--- config.mk ---
export PLATFORM = sky130hd
export DESIGN_NAME = vga_frame_reader
export DESIGN_NICKNAME = d
export VERILOG_FILES = /design/src/rtl/vga_timing_pkg.sv /design/src/rtl/vga_timing_gen.sv /design/src/rtl/vga_frame_reader.sv
export SDC_FILE = /design/constraint.sdc
export NUM_CORES = 1
export LEC_CHECK = 0
export ABC_AREA = 1
export BUFFER_PORTS_ARGS = -buffer_cell sky130_fd_sc_hd__buf_2
export CORE_MARGIN = 1.5
export CORE_UTILIZATION = 25
export DETAILED_ROUTE_END_ITERATION = 16
export PLACE_DENSITY = 0.52
export SETUP_SLACK_MARGIN = 0.2
export SLEW_MARGIN = 0
export SYNTH_ARGS = -nofsm -noshare
export SYNTH_HDL_FRONTEND = slang
export SYNTH_SLANG_ARGS = --single-unit
--- constraint.sdc ---
create_clock -name clk_25MHz -period 5 [get_ports clk_25MHz]
set_input_delay 1 -clock clk_25MHz [delete_from_list [all_inputs] [get_ports clk_25MHz]]
set_output_delay 1 -clock clk_25MHz [all_outputs]
set_load 0.05 [all_outputs]
--- src/rtl/vga_timing_pkg.sv ---
// vga_timing_pkg: 640x480@60 timing constants and shared types for the frame reader
package vga_timing_pkg;
    localparam int CNT_W  = 10;
    localparam int ADDR_W = 17;
    localparam int PIX_W  = 16;
    localparam logic [CNT_W-1:0] H_ACTIVE = 10'd640;
    localparam logic [CNT_W-1:0] H_FP     = 10'd16;
    localparam logic [CNT_W-1:0] H_SYNC   = 10'd96;
    localparam logic [CNT_W-1:0] H_BP     = 10'd48;
    localparam logic [CNT_W-1:0] H_TOTAL  = H_ACTIVE + H_FP + H_SYNC + H_BP;
    localparam logic [CNT_W-1:0] V_ACTIVE = 10'd480;
    localparam logic [CNT_W-1:0] V_FP     = 10'd10;
    localparam logic [CNT_W-1:0] V_SYNC   = 10'd2;
    localparam logic [CNT_W-1:0] V_BP     = 10'd33;
    localparam logic [CNT_W-1:0] V_TOTAL  = V_ACTIVE + V_FP + V_SYNC + V_BP;
    localparam logic [CNT_W-1:0] H_SYNC_START = H_ACTIVE + H_FP;
    localparam logic [CNT_W-1:0] H_SYNC_END   = H_SYNC_START + H_SYNC;
    localparam logic [CNT_W-1:0] V_SYNC_START = V_ACTIVE + V_FP;
    localparam logic [CNT_W-1:0] V_SYNC_END   = V_SYNC_START + V_SYNC;
    localparam logic [ADDR_W-1:0] SRC_W = 17'd320;
    localparam logic [ADDR_W-1:0] SRC_H = 17'd240;

    typedef struct packed {
        logic active;
        logic hs;
        logic vs;
        logic fs;
    } sync_t;

    // Idle value keeps syncs deasserted so a freshly reset delay line never glitches them low
    localparam sync_t SYNC_IDLE = '{active: 1'b0, hs: 1'b1, vs: 1'b1, fs: 1'b0};

    function automatic logic [ADDR_W-1:0] pix_offset(input logic [CNT_W-1:0] h);
        return {{(ADDR_W-CNT_W+1){1'b0}}, h[CNT_W-1:1]};
    endfunction
endpackage

--- src/rtl/vga_timing_gen.sv ---
// vga_timing_gen: 800x525 h/v counters with counter-aligned active, syncs and frame-start
module vga_timing_gen
    import vga_timing_pkg::*;
(
    input  logic             clk_25MHz,
    input  logic             rst_n,
    output logic [CNT_W-1:0] v_cnt,
    output logic [CNT_W-1:0] h_nxt,
    output logic [CNT_W-1:0] v_nxt,
    output logic             line_end,
    output sync_t            stage0
);
    logic [CNT_W-1:0] h_cnt;

    always_comb begin
        line_end = h_cnt == H_TOTAL - 10'd1;
        h_nxt    = line_end ? '0 : h_cnt + 10'd1;
        v_nxt    = !line_end ? v_cnt : (v_cnt == V_TOTAL - 10'd1) ? '0 : v_cnt + 10'd1;
    end

    assign stage0 = '{
        active: (h_cnt < H_ACTIVE) && (v_cnt < V_ACTIVE),
        hs:     !((h_cnt >= H_SYNC_START) && (h_cnt < H_SYNC_END)),
        vs:     !((v_cnt >= V_SYNC_START) && (v_cnt < V_SYNC_END)),
        fs:     (h_cnt == '0) && (v_cnt == '0)
    };

    always_ff @(posedge clk_25MHz or negedge rst_n) begin
        if (!rst_n) begin
            h_cnt <= '0;
            v_cnt <= '0;
        end else begin
            h_cnt <= h_nxt;
            v_cnt <= v_nxt;
        end
    end
endmodule

--- src/rtl/vga_frame_reader.sv ---
// vga_frame_reader: scans the 320x240 frame buffer as 640x480@60 VGA with 2x2 replication,
// aligning syncs, enable and pixel data to the RAM read latency
module vga_frame_reader
    import vga_timing_pkg::*;
#(
    parameter int RD_LATENCY = 2
) (
    input  logic              clk_25MHz,
    input  logic              rst_n,
    output logic [ADDR_W-1:0] rdaddress,
    input  logic [PIX_W-1:0]  rddata,
    output logic              vga_enable,
    output logic              vga_hsync,
    output logic              vga_vsync,
    output logic [PIX_W-1:0]  pixel_data,
    output logic              frame_start
);
    logic [CNT_W-1:0]  v_cnt, h_nxt, v_nxt;
    logic              line_end, act_nxt;
    logic [ADDR_W-1:0] line_base, base_nxt;
    sync_t             stage0, tail;
    sync_t             dly [RD_LATENCY];

    vga_timing_gen u_timing (
        .clk_25MHz (clk_25MHz),
        .rst_n     (rst_n),
        .v_cnt     (v_cnt),
        .h_nxt     (h_nxt),
        .v_nxt     (v_nxt),
        .line_end  (line_end),
        .stage0    (stage0)
    );

    // Address is registered from next-state counters so it lines up with stage 0
    always_comb begin
        act_nxt  = (h_nxt < H_ACTIVE) && (v_nxt < V_ACTIVE);
        base_nxt = !line_end ? line_base
                 : (v_cnt == V_TOTAL - 10'd1) ? '0
                 : ((v_cnt < V_ACTIVE) && v_cnt[0]) ? line_base + SRC_W
                 : line_base;
    end

    assign tail = dly[RD_LATENCY-1];

    always_ff @(posedge clk_25MHz or negedge rst_n) begin
        if (!rst_n) begin
            line_base   <= '0;
            rdaddress   <= '0;
            for (int i = 0; i < RD_LATENCY; i++) dly[i] <= SYNC_IDLE;
            vga_enable  <= 1'b0;
            vga_hsync   <= 1'b1;
            vga_vsync   <= 1'b1;
            frame_start <= 1'b0;
            pixel_data  <= '0;
        end else begin
            line_base   <= base_nxt;
            rdaddress   <= base_nxt + (act_nxt ? pix_offset(h_nxt) : '0);
            dly[0]      <= stage0;
            for (int i = 1; i < RD_LATENCY; i++) dly[i] <= dly[i-1];
            vga_enable  <= tail.active;
            vga_hsync   <= tail.hs;
            vga_vsync   <= tail.vs;
            frame_start <= tail.fs;
            pixel_data  <= tail.active ? rddata : '0;
        end
    end
endmodule
# Word level (Yosys, flattened, before mapping)
# Index checks and enable logic that the tools add are counted.
[word_totals]
register_bits = 82
inputBits = 18
output_inout_bits = 37
wordCells = 49
[op_classes]
addsub = 4
order_cmp = 8
eq_ne = 2
n_mux = 8
reduce_logical = 10
[op_table]
columns = ["operator", "count"]
rows = [
  ["17-bit 2-to-1 mux", 3],
  ["10-bit < comparator, second input constant", 3],
  ["10-bit by 9-bit < comparator with 1-bit output, second input constant", 3],
  ["10-bit 2-to-1 mux", 3],
  ["10-bit by 1-bit adder with 10-bit output, second input constant", 2],
  ["10-bit == test, second input constant", 2],
  ["10-bit logical NOT", 2],
  ["17-bit by 9-bit adder with 17-bit output", 1],
  ["17-bit by 9-bit adder with 17-bit output, second input constant", 1],
  ["16-bit 2-to-1 mux", 1],
  ["10-bit >= comparator, second input constant", 1],
  ["10-bit by 9-bit >= comparator with 1-bit output, second input constant", 1],
  ["9-bit 2-to-1 mux", 1],
  ["1-bit logical AND", 6],
  ["1-bit logical NOT", 2],
]

# Depth between registers and ports, before layout
# Gate-level depths: netlist of run 1.
[depth]
word_depth = 7
depth_mapped = 23
ltp_nobuf = 23

# Modules after synthesis
# A second synthesis of run 1 with hierarchy kept.
[hier_totals]
hier_cells = 462
area_unflattened_um2 = 4042.6
[by_module_without_submodules]
columns = ["module", "instances", "cells_per_inst", "area_per_inst_um2", "seq_area_each_um2"]
rows = [
  ["vga_frame_reader", 1, 310, 2847.7, 1559.0],
  ["vga_timing_gen", 1, 152, 1194.9, 500.5],
]

# Worst setup path after synthesis of run 1
# OpenSTA, ideal clock, no wires.
[synth_path]
path_kind = "register to register"
startpoint = "register u_timing.h_cnt[1]"
endpoint = "register rdaddress[12]"
setup_ns = 0.133
arrival_ns = 3.008
t_required_ns = 4.867
slack_ns = 1.859
path_stages_with_launch = 21
path_buffers = 0
synth_period_minus_slack_ns = 3.141
cell_sequence = "dfrtp_1 > ha_1 > nand3_2 > clkinv_1 > nand3_4 > nor2_2 > nand4_1 > xor2_1 > inv_2 > nand4_1 > nand2_2 > nor2_1 > ha_1 > fa_1 > nand3_1 > nand2_1 > nand4_1 > nand2_1 > a21oi_1 > nor3_4 > xor2_1"
[synth_via]
elab_chain_cells = 6
word_cells_on_any_way = 10
classes_between = "add/sub (2); order compare (2); eq/ne (1); mux (4); reduce/logical (1)"
[synth_lines]
columns = ["item", "line", "rtl"]
rows = [
  ["start: declaration", "vga_timing_gen.sv:13", "logic [CNT_W-1:0] h_cnt;"],
  ["start signal: assignment", "vga_timing_gen.sv:33", "h_cnt <= h_nxt;"],
  ["10-bit == test", "vga_timing_gen.sv:16", "line_end = h_cnt == H_TOTAL - 10'd1;"],
  ["10-bit 2-to-1 mux", "vga_timing_gen.sv:18", "v_nxt = !line_end ? v_cnt : (v_cnt == V_TOTAL - 10'd1) ? '0 : v_cnt + 10'd1;"],
  ["named net u_timing.v_nxt[6]", "vga_timing_gen.sv:9", "output logic [CNT_W-1:0] v_nxt,"],
  ["10-bit by 9-bit < comparator with 1-bit output", "vga_frame_reader.sv:36", "act_nxt = (h_nxt < H_ACTIVE) && (v_nxt < V_ACTIVE);"],
  ["1-bit logical AND", "vga_frame_reader.sv:36", ""],
  ["9-bit 2-to-1 mux", "vga_frame_reader.sv:57", "rdaddress <= base_nxt + (act_nxt ? pix_offset(h_nxt) : '0);"],
  ["17-bit by 9-bit adder with 17-bit output", "vga_frame_reader.sv:57", ""],
  ["end signal: assignment", "vga_frame_reader.sv:57", ""],
  ["end: declaration", "vga_frame_reader.sv:10", "output logic [ADDR_W-1:0] rdaddress,"],
]
# The timed path passes the listed nets, and every way through them passes these cells.

# Worst setup path after layout of run 1
[layout_path]
startpoint = "register u_timing.h_cnt[1]"
endpoint = "register rdaddress[16]"
[layout_via]
elab_chain_cells = 6
word_cells_on_any_way = 10
classes_between = "add/sub (2); order compare (2); eq/ne (1); mux (4); reduce/logical (1)"
[layout_lines]
columns = ["item", "line"]
rows = [
  ["10-bit by 1-bit adder with 10-bit output or 10-bit == test (tied branches)", "vga_timing_gen.sv:17, vga_timing_gen.sv:16"],
  ["10-bit 2-to-1 mux (on tied branches)", "vga_timing_gen.sv:17, vga_timing_gen.sv:18"],
  ["10-bit < comparator or 10-bit by 9-bit < comparator with 1-bit output (tied branches)", "vga_frame_reader.sv:36"],
  ["1-bit logical AND", "vga_frame_reader.sv:36"],
  ["9-bit 2-to-1 mux", "vga_frame_reader.sv:57"],
  ["17-bit by 9-bit adder with 17-bit output *", "vga_frame_reader.sv:57"],
]
# Mark *: on every way between the ends. The rest lies on a longest branch, timed or not.

==> results by group, run 1 <==
Run status
  – Status: completed

Die
  – Die X: 132 µm
  – # rows: 46
  – Die H: 132 µm
  – Ports: 55
  – Initial core utilization: 25.9%
  – Total core area: 16000 µm²
  – Die area: 17300 µm²

Synthesis
  – Register bit total from synthesis: 82
  – Dominant cell type by area after synthesis: dfrtp_1
  – Cells after synthesis: 477
  – Ys async rst share: 100%
  – Post-synthesis sequential area ratio: 49.8%
  – Post-synth EDFFs: 0
  – Dominant synthesized flop cell: dfrtp_1
  – Ys Warns: 0
  – Synth Cell Area: 4140 µm²
  – Synth Area per Inst: 8.67 µm²
  – Top-area cell type share of the netlist area: 46.0%
  – Syn Nets: 510
  – Post-synth cell types: 38
  – Top cells by area, synth: dfrtp_1 46%, nand2_1 9.9%, inv_1 7.1%, nor2_1 4.4%, ha_1 4.2%

CTS
  – # clock sinks: 82
  – CTS tree: built
  – Clock Tree Buf Depth: 2
  – Clock root buffer: clkbuf_16
  – Resized cells post-CTS: 0
  – H-Tree Depth: 3
  – TritonCTS Buffers: 9
  – Clk_lat worst skew: 0.34 ns
  – Setup bufs post-CTS: 0
  – Hold-fix buffers, CTS: 0
  – Clock transition at path regs: 0.06 ns

Cells and area
  – Most frequent cells in the layout: 109 x nand2_1, 78 x inv_1, 76 x dfrtp_1
  – Diodes inserted: 0
  – Util after Layout: 30.8%
  – Nets: 572
  – Most common cell after layout, fill and taps aside: nand2_1
  – Layout cells sized above 1: 19.9%
  – Area Growth Syn to Fin: 19.3%

Worst setup path
  – Critical-path cell list: ha_1 > nand3_2 > nor3_2 > inv_1 > nand3_1 > nand2_1 > a21oi_2 > nand2_2 > nor2_1 > ha_1 > fa_1 > nand3_1 > nand2_1 > nand4_1 > nand2_1 > a21oi_1 > nor3_4 > nand3_1 > nand2_1 > nand2_1
  – Start of the worst register-to-register path: u_timing.h_cnt[1]$_DFF_PN0_
  – Crit path top cell by count: nand2_1
  – Data arrival time of the worst path: 4.11 ns
  – Crit Reg-Reg Endpoint: rdaddress[16]$_DFF_PN0_
  – Max stage delay on crit path: 0.60 ns
  – R2r setup slk: 1.12 ns
  – Setup crit start kind: register
  – Slowest-stage cell, CP: nor3_2
  – WS Path Type: reg2reg
  – Worst Path Max Fanout: 11
  – CP endpoint kind: register
  – R2R cell count: 20
  – Worst EP required: 5.23 ns

Timing
  – Setup TNS Final: 0 ns
  – Final hold viol count: 0
  – Least-Margin Pin Slew: 1.04 ns
  – Slew headroom: 30.7%
  – Clk_skew: 0.00840 ns
  – Unrepaired setup endpoints after global routing: no
  – Max Slew Vio Count: 0
  – Hold_ws: 0.353 ns
  – Fin crit period: 3.88 ns
  – Setup violations, final: 0
  – Max frequency: 258 MHz
  – Period utilisation layout: 77.5%

Pwr
  – P_sw: 302 µW
  – Leakage power: 2.68 nW
  – Internal power: 1.03 mW
  – Sw Ratio: 22.7%
  – Worst vdd ir: 160 µV
  – Pwr/cell area: 269 nW/µm²
  – Combinational share of power: 4.1%
  – Clock power share: 45.3%
  – Sequential share of power: 50.6%

Routing
  – Vias per cell: 4.16
  – Residual DRC: 0
  – Vias: 3157
  – Pre-antenna DRT Iters: 5
  – Number of DRC markers in iteration 0: 146
  – Post-Route WL: 8860 µm
  – Avg WL per Cell: 11.7 µm
  – DRT antenna net count: 0

Hold path
  – WHS Path Cells: 0
  – Worst Hold End: frame_start$_DFF_PN0_
  – HP Class: reg2reg
  – Hold_sp: dly[0]$_DFF_PN0_

GRT
  – Vias in the first global route: 3268
  – Grt total ovfl: 0
  – Largest net degree at the start of global routing: 83
  – Initial antenna violation count: 0
  – First-pass GRT wire length: 15600 µm
  – GRT Overall Usage: 11.2%

Run
  – Max-cap violations: 0

Placed design
  – DPL Wire Length: 6560 µm
  – GPL Wtd Cong: 0.822
  – I/O Buffers: 54
[final cells by class]
cell class | instances | area, µm²
fill | 1734 | 11100
timing repair buffer | 54 | 273
sequential | 82 | 2060
multi-input combinational | 308 | 1750
inverter | 84 | 315
tap | 216 | 270
clock inverter | 5 | 31.3
clock buffer | 10 | 239
[state kept, by name, indices dropped and copies added (netlist names)]
register        count
line_base          17
pixel_data         16
vga_hsync           1
dly                 8
frame_start         1
rdaddress          17
u_timing.h_cnt     10
u_timing.v_cnt     10
vga_vsync           1
vga_enable          1
[per-layer routing]
layer	track usage, %	wire, µm	part of all wire [%]	up-vias
met3	3.47	412	4.7	8
li1	-	-	-	1623
met1	14.2	4310	49	1462
met4	3.58	91	1.0	0
met5	0	0	0	-
met2	18.2	4050	46	64
[power by group through the flow]
stage               clock network, mW  registers, mW  logic (mW)
floorplan                           0          0.708     0.00470
finish                          0.602          0.672      0.0551
CTS                             0.627          0.672      0.0570
global route                    0.659          0.672      0.0607
detailed placement                  0          0.684      0.0569
global placement                    0          0.683      0.0563
[worst max path at each step]
stage	from	to	slack [ns]
final	u_timing.h_cnt[1]$_DFF_PN0_	rdaddress[16]$_DFF_PN0_	1.12
after global routing	u_timing.h_cnt[1]$_DFF_PN0_	rdaddress[16]$_DFF_PN0_	0.63
after CTS	u_timing.h_cnt[1]$_DFF_PN0_	rdaddress[16]$_DFF_PN0_	1.10
after detailed placement	u_timing.h_cnt[1]$_DFF_PN0_	rdaddress[16]$_DFF_PN0_	1.14
after global placement	u_timing.h_cnt[1]$_DFF_PN0_	rdaddress[16]$_DFF_PN0_	1.32
after floorplan	u_timing.h_cnt[1]$_DFF_PN0_	rdaddress[12]$_DFF_PN0_	1.86
[synthesized netlist by cell type (all sizes together), types with 2 or more instances]
cell type,number
nand4,15
nand2,116
a21oi,13
nand3b,3
ha,14
dfstp,6
xor2,16
nor4,4
nand3,33
o21ai,15
clkinv,2
nor3,12
dfrtp,76
inv,82
nor2,58
clkbuf,2
xnor2,2
nor3b,2
[logic make-up after synthesis]
| logic type | after synthesis | share of synthesized area [%] |
|---|---|---|
| xor gates and xnor gates | 18 | 3.81 |
| AOI/OAI and AO/OA | 32 | 4.38 |
| and+or+nand+nor | 243 | 29.3 |
| buffers and inverters | 87 | 7.98 |
| DFF | 82 | 49.8 |
| adders and majority gates | 15 | 4.72 |
[worst max-delay path, delay by kind of cell, from the launching register on]
family / cells / cell delay (ns)
adder cells (fa/ha/maj): 3 / 0.67
AND/OR/NAND/NOR: 14 / 2.23
flip-flops: 1 / 0.37
AO/OA/AOI/OAI: 2 / 0.30
buffers and inverters: 1 / 0.22
[per-stage QoR]
step	setup slack, ns	instances	power, mW	area [µm²]
after floorplan	1.86	477	0.713	4140
after global placement	1.32	744	0.740	4670
after detailed placement	1.14	744	0.741	4670
after CTS	1.10	759	1.36	4940
after global routing	0.632	759	1.39	4940
final	1.12	759	1.33	4940
Power figures use the tool's default switching activity.
==> run 2: changes to the inputs <==
clock period = 3.6 ns   (was 5 ns; I/O delays follow)
==> results by group, run 2 (same netlist as run 1, synthesis figures left out) <==
Cells and area
  – Finished Cell Area: 5260 µm²
  – Fill cells: 1741
  – Nets: 595
  – Most frequent cells in the layout: 105 x nand2_1, 77 x inv_1, 74 x dfrtp_1
  – Most common cell after layout, fill and taps aside: nand2_1
  – Layout cells sized above 1: 27.3%
  – Area Growth Syn to Fin: 27.0%
  – Diodes inserted: 0
  – Top Registers: line_base (17), rdaddress (17), pixel_data (16)

Pwr
  – Leakage power: 2.82 nW
  – Clock power share: 48.1%
  – Internal power: 1.52 mW
  – Combinational share of power: 3.9%
  – Sequential share of power: 47.9%
  – Pwr Total: 1.95 mW
  – Pwr/cell area: 370 nW/µm²
  – P_sw: 429 µW
  – Sw Ratio: 22.0%
  – Worst vdd ir: 267 µV

Placed design
  – GPL Wtd Cong: 0.852
  – I/O Buffers: 54
  – DPL Wire Length: 6700 µm
  – Dpl cell area: 4730 µm²

Routing
  – Pre-antenna DRT Iters: 4
  – Vias per cell: 4.19
  – Avg WL per Cell: 12.0 µm
  – Post-Route WL: 9360 µm
  – Residual DRC: 0
  – DRT antenna net count: 0
  – Number of DRC markers in iteration 0: 147
  – Vias: 3283

Timing
  – Least-Margin Pin Slew: 1.06 ns
  – Final hold viol count: 0
  – Setup violations, final: 0
  – Fin crit period: 3.39 ns
  – Slew headroom: 29.5%
  – Unrepaired setup endpoints after global routing: yes
  – Max frequency: 295 MHz
  – Clk_skew: 0.00438 ns
  – Max Slew Vio Count: 0
  – Period utilisation layout: 94.1%

Die
  – Ports: 55
  – Die area: 17300 µm²
  – # rows: 46
  – Total core area: 16000 µm²
  – Die X: 132 µm
  – Die H: 132 µm
  – Initial core utilization: 25.9%

CTS
  – Clock Tree Buf Depth: 2
  – Clk_lat worst skew: 0.35 ns
  – Hold-fix buffers, CTS: 0
  – TritonCTS Buffers: 9
  – H-Tree Depth: 3
  – CTS tree: built
  – Clock root buffer: clkbuf_16
  – Clock transition at path regs: 0.06 ns
  – # clock sinks: 82

GRT
  – First-pass GRT wire length: 15700 µm
  – Grt total ovfl: 0
  – Initial antenna violation count: 0
  – GRT Overall Usage: 11.5%
  – Vias in the first global route: 3114
  – Largest net degree at the start of global routing: 83

Worst setup path
  – CP endpoint kind: register
  – Worst EP required: 3.87 ns
  – Slowest-stage cell, CP: dfrtp_1
  – Worst Path Max Fanout: 8
  – Crit-path leading delay family: simple AND/OR/NAND/NOR gates
  – Worst Path Buf+Inv: 4
  – Critical-path cell list: ha_4 > nand3_4 > clkinv_4 > nand3_4 > nor2_4 > nand4_1 > xor2_1 > inv_2 > nand4_1 > nand2_2 > nor2_2 > ha_2 > fa_2 > nand3_2 > nand2_2 > nand4_1 > nand2_2 > a21oi_1 > buf_4 > nor3_4 > buf_4 > xor2_1
  – Setup crit start kind: register
  – Max stage delay on crit path: 0.40 ns
  – Data arrival time of the worst path: 3.65 ns
  – WS Path Type: reg2reg

Hold path
  – HP Class: reg2reg

Run status
  – Status: completed

Run
  – Max-cap violations: 0
## run 2: cell count changes in the layout (fill, tap and decap cells not counted), sizes merged
cell	delta
clkinvlp	+1
clkbuf	+1
clkinv	-2
buf	+23
bufinv	+1
## run 2: path summary, 6_finish.rpt
path / start / to / slack [ns] / cells after the start
hold / removal: dly[4]$_DFF_PN0_ / dly[0]$_DFF_PN0_ / 0.35 / 0
setup reg to reg: u_timing.h_cnt[1]$_DFF_PN0_ / rdaddress[12]$_DFF_PN0_ / 0.21 / 22
setup / recovery: u_timing.h_cnt[1]$_DFF_PN0_ / rdaddress[12]$_DFF_PN0_ / 0.21 / 22
min in group asynchronous: rst_n / frame_start$_DFF_PN0_ / 0.55 / 1
hold reg to reg: dly[4]$_DFF_PN0_ / dly[0]$_DFF_PN0_ / 0.35 / 0
max in group asynchronous: rst_n / u_timing.v_cnt[2]$_DFFE_PN0N_ / 2.28 / 1
## run 2: cell type report
cell class	instances	area, µm²	area share [%]
inverters	84	324	6.17
clock inverters	5	52.6	1.00
repair buffers	77	445	8.47
well taps	216	270	5.14
flip-flops and latches	82	2060	39.2
multi-input cells	308	1850	35.2
clock buffers	11	253	4.81
## run 2: power groups by stage
stage          sequential [mW]  combinational [mW]  clock, mW
6_report                 0.933              0.0767      0.937
5_1_grt                  0.933              0.0850       1.01
4_1_cts                  0.933              0.0792      0.976
3_5_place_dp             0.950              0.0789          0
3_3_place_gp             0.949              0.0781          0
2_1_floorplan            0.984             0.00653          0
## run 2: through the flow
| stage | worst slack (ns) | cells | utilization, % | setup TNS, ns | hold slack, ns |
|---|---|---|---|---|---|
| 2_1_floorplan | 0.459 | 477 | - | 0 | 0.331 |
| 3_3_place_gp | 0.184 | 753 | 29.6 | 0 | 0.333 |
| 3_5_place_dp | 0.102 | 753 | 29.6 | 0 | 0.336 |
| 4_1_cts | 0.228 | 770 | 31.8 | 0 | 0.346 |
| 5_1_grt | -0.0404 | 783 | 32.9 | -0.0748 | 0.358 |
| 6_report | 0.214 | 783 | 32.9 | 0 | 0.347 |
## run 2: per-layer routing
layer / global-route usage (%) / up-vias / routed length, µm
met5: 0 / - / 0
met4: 5.00 / 0 / 128
met3: 3.32 / 9 / 409
met2: 17.6 / 63 / 4370
met1: 15.2 / 1535 / 4450
li1: - / 1676 / -
## run 2: repair_timing
item | in CTS | in global routing
buffers inserted | 1 | 13
setup endpoints to repair | 4 | 8
pin swaps | 2 | 15
gates resized for setup | 7 | 22
## run 2: worst reg2reg max path: stages (launching register included)
cell	delay [ns]
dfrtp_1	0.40
ha_4	0.17
nand3_4	0.11
clkinv_4	0.10
nand3_4	0.08
nor2_4	0.13
nand4_1	0.11
xor2_1	0.17
inv_2	0.05
nand4_1	0.13
nand2_2	0.14
nor2_2	0.14
ha_2	0.21
fa_2	0.22
nand3_2	0.08
nand2_2	0.09
nand4_1	0.10
nand2_2	0.10
a21oi_1	0.06
buf_4	0.14
nor3_4	0.26
buf_4	0.16
xor2_1	0.16
==> run 3: changes to the inputs <==
CELL_PAD_IN_SITES_DETAIL_PLACEMENT = 2   (was not set)
CELL_PAD_IN_SITES_GLOBAL_PLACEMENT = 2   (was not set)
PLACE_DENSITY = 0.71   (was 0.52)
==> results by group, run 3 (same netlist as run 1, synthesis figures left out) <==
Die
  – Initial core utilization: 25.9%
  – # rows: 46
  – Die H: 132 µm
  – Total core area: 16000 µm²
  – Die area: 17300 µm²
  – Die X: 132 µm
  – Ports: 55

Cells and area
  – Area Growth Syn to Fin: 29.1%
  – Layout cells sized above 1: 30.5%
  – Most frequent cells in the layout: 105 x nand2_1, 75 x inv_1, 72 x dfrtp_1
  – Top Registers: line_base (17), rdaddress (17), pixel_data (16)
  – Diodes inserted: 0
  – Register area: 2060 µm²
  – Most common cell after layout, fill and taps aside: nand2_1
  – Multi-input logic area: 1930 µm²
  – Fill cells: 1882
  – Nets: 600
  – Util after Layout: 33.4%

Timing
  – Clk_skew: 0.00650 ns
  – Unrepaired setup endpoints after global routing: yes
  – Max frequency: 302 MHz
  – Hold_ws: 0.353 ns
  – Least-Margin Pin Slew: 0.803 ns
  – Period utilisation layout: 91.8%
  – Max Slew Vio Count: 0
  – Slew headroom: 46.5%
  – Fin crit period: 3.31 ns
  – Setup violations, final: 0
  – Final WS setup: 0.294 ns
  – Final hold viol count: 0
  – Setup TNS Final: 0 ns

Worst setup path
  – Worst EP required: 3.83 ns
  – Start of the worst register-to-register path: u_timing.h_cnt[3]$_DFF_PN0_
  – Crit Reg-Reg Endpoint: rdaddress[16]$_DFF_PN0_
  – CP endpoint kind: register
  – Worst Path Max Fanout: 5
  – R2R cell count: 19
  – WS Path Type: reg2reg
  – Setup crit start kind: register
  – Setup crit start: u_timing.h_cnt[3]$_DFF_PN0_
  – Data arrival time of the worst path: 3.53 ns
  – R2r setup slk: 0.29 ns

Pwr
  – Leakage power: 2.83 nW
  – Pwr Total: 1.87 mW
  – Worst vdd ir: 220 µV
  – Pwr/cell area: 350 nW/µm²

GRT
  – GRT Overall Usage: 14.5%
  – Vias in the first global route: 3934
  – Grt total ovfl: 0
  – First-pass GRT wire length: 19900 µm
  – Largest net degree at the start of global routing: 64
  – Initial antenna violation count: 0

Run
  – Max-cap violations: 0

CTS
  – Clk_lat worst skew: 0.34 ns
  – H-Tree Depth: 3
  – # clock sinks: 82
  – CTS tree: built
  – Clock root buffer: clkbuf_16
  – TritonCTS Buffers: 9
  – Clock Tree Buf Depth: 2
  – Clock transition at path regs: 0.06 ns
  – Hold-fix buffers, CTS: 0

Routing
  – Avg WL per Cell: 15.6 µm
  – Residual DRC: 0
  – Vias: 3533
  – Vias per cell: 4.49
  – Number of DRC markers in iteration 0: 99
  – DRT antenna net count: 0
  – Post-Route WL: 12300 µm
  – Pre-antenna DRT Iters: 4

Hold path
  – HP Class: reg2reg
  – WHS Path Cells: 0
  – Hold_sp: dly[7]$_DFF_PN0_
  – Worst Hold End: dly[3]$_DFF_PN0_

Placed design
  – Pre-CTS worst setup slack: 0.0263 ns
  – GPL Wtd Cong: 0.822
  – DPL Wire Length: 9040 µm
  – I/O Buffers: 54

Run status
  – Status: completed
==> run 3: how the worst max path moves through the flow <==
stage,to,slack [ns],cells past startpoint
global route,rdaddress[16]$_DFF_PN0_,-0.08,19
finish,rdaddress[16]$_DFF_PN0_,0.29,19
global placement,rdaddress[16]$_DFF_PN0_,0.19,22
detailed placement,rdaddress[16]$_DFF_PN0_,0.03,21
floorplan,rdaddress[12]$_DFF_PN0_,0.46,20
CTS,rdaddress[16]$_DFF_PN0_,0.20,22
==> run 3: power breakdown <==
group          switching (mW)  total, mW  leakage, nW  internal, mW
combinational          0.0628     0.0804         1.65        0.0176
sequential            0.00222      0.933         1.04         0.931
clock                   0.360      0.858        0.138         0.497
total                   0.425       1.87         2.83          1.45
==> run 3: layout make-up <==
class / instances / area share, %
Clock buffer: 12 / 4.80
Clock inverter: 3 / 0.281
Inverter: 84 / 5.95
Multi-Input combinational cell: 308 / 36.2
Sequential cell: 82 / 38.6
Tap cell: 216 / 5.06
Timing Repair Buffer: 82 / 9.11
==> run 3: repair_timing <==
action,4_1_cts,5_1_grt
pin swaps,5,23
resized for setup,6,43
buffers inserted,3,14
setup endpoints to repair,5,10
==> run 3: metrics by stage <==
| step | instances | cell area (µm²) |
|---|---|---|
| final | 787 | 5340 |
| after global routing | 787 | 5340 |
| after CTS | 773 | 5070 |
| after detailed placement | 755 | 4750 |
| after global placement | 755 | 4750 |
| after floorplan | 477 | 4140 |
==> run 3: worst max-delay path: stages, from the launching register on <==
cell	delay, ns
dfrtp_1	0.45
inv_1	0.09
nor4_1	0.30
nand2_1	0.13
xor2_2	0.27
nand2_1	0.12
a21oi_2	0.16
nand2_2	0.11
nor2_2	0.11
ha_2	0.21
fa_2	0.23
nand3_2	0.10
nand2_2	0.08
nand4_1	0.12
nand2_2	0.12
a21oi_4	0.07
nor3_4	0.29
nand3_1	0.11
nand2_1	0.07
nand2_1	0.06
==> run 3: routing by layer <==
metal	routed length, µm	vias up	track usage (%)
li1	-	1678	-
met1	5290	1778	17.1
met2	6340	62	25.2
met3	382	15	3.01
met4	240	0	6.48
met5	0	-	0
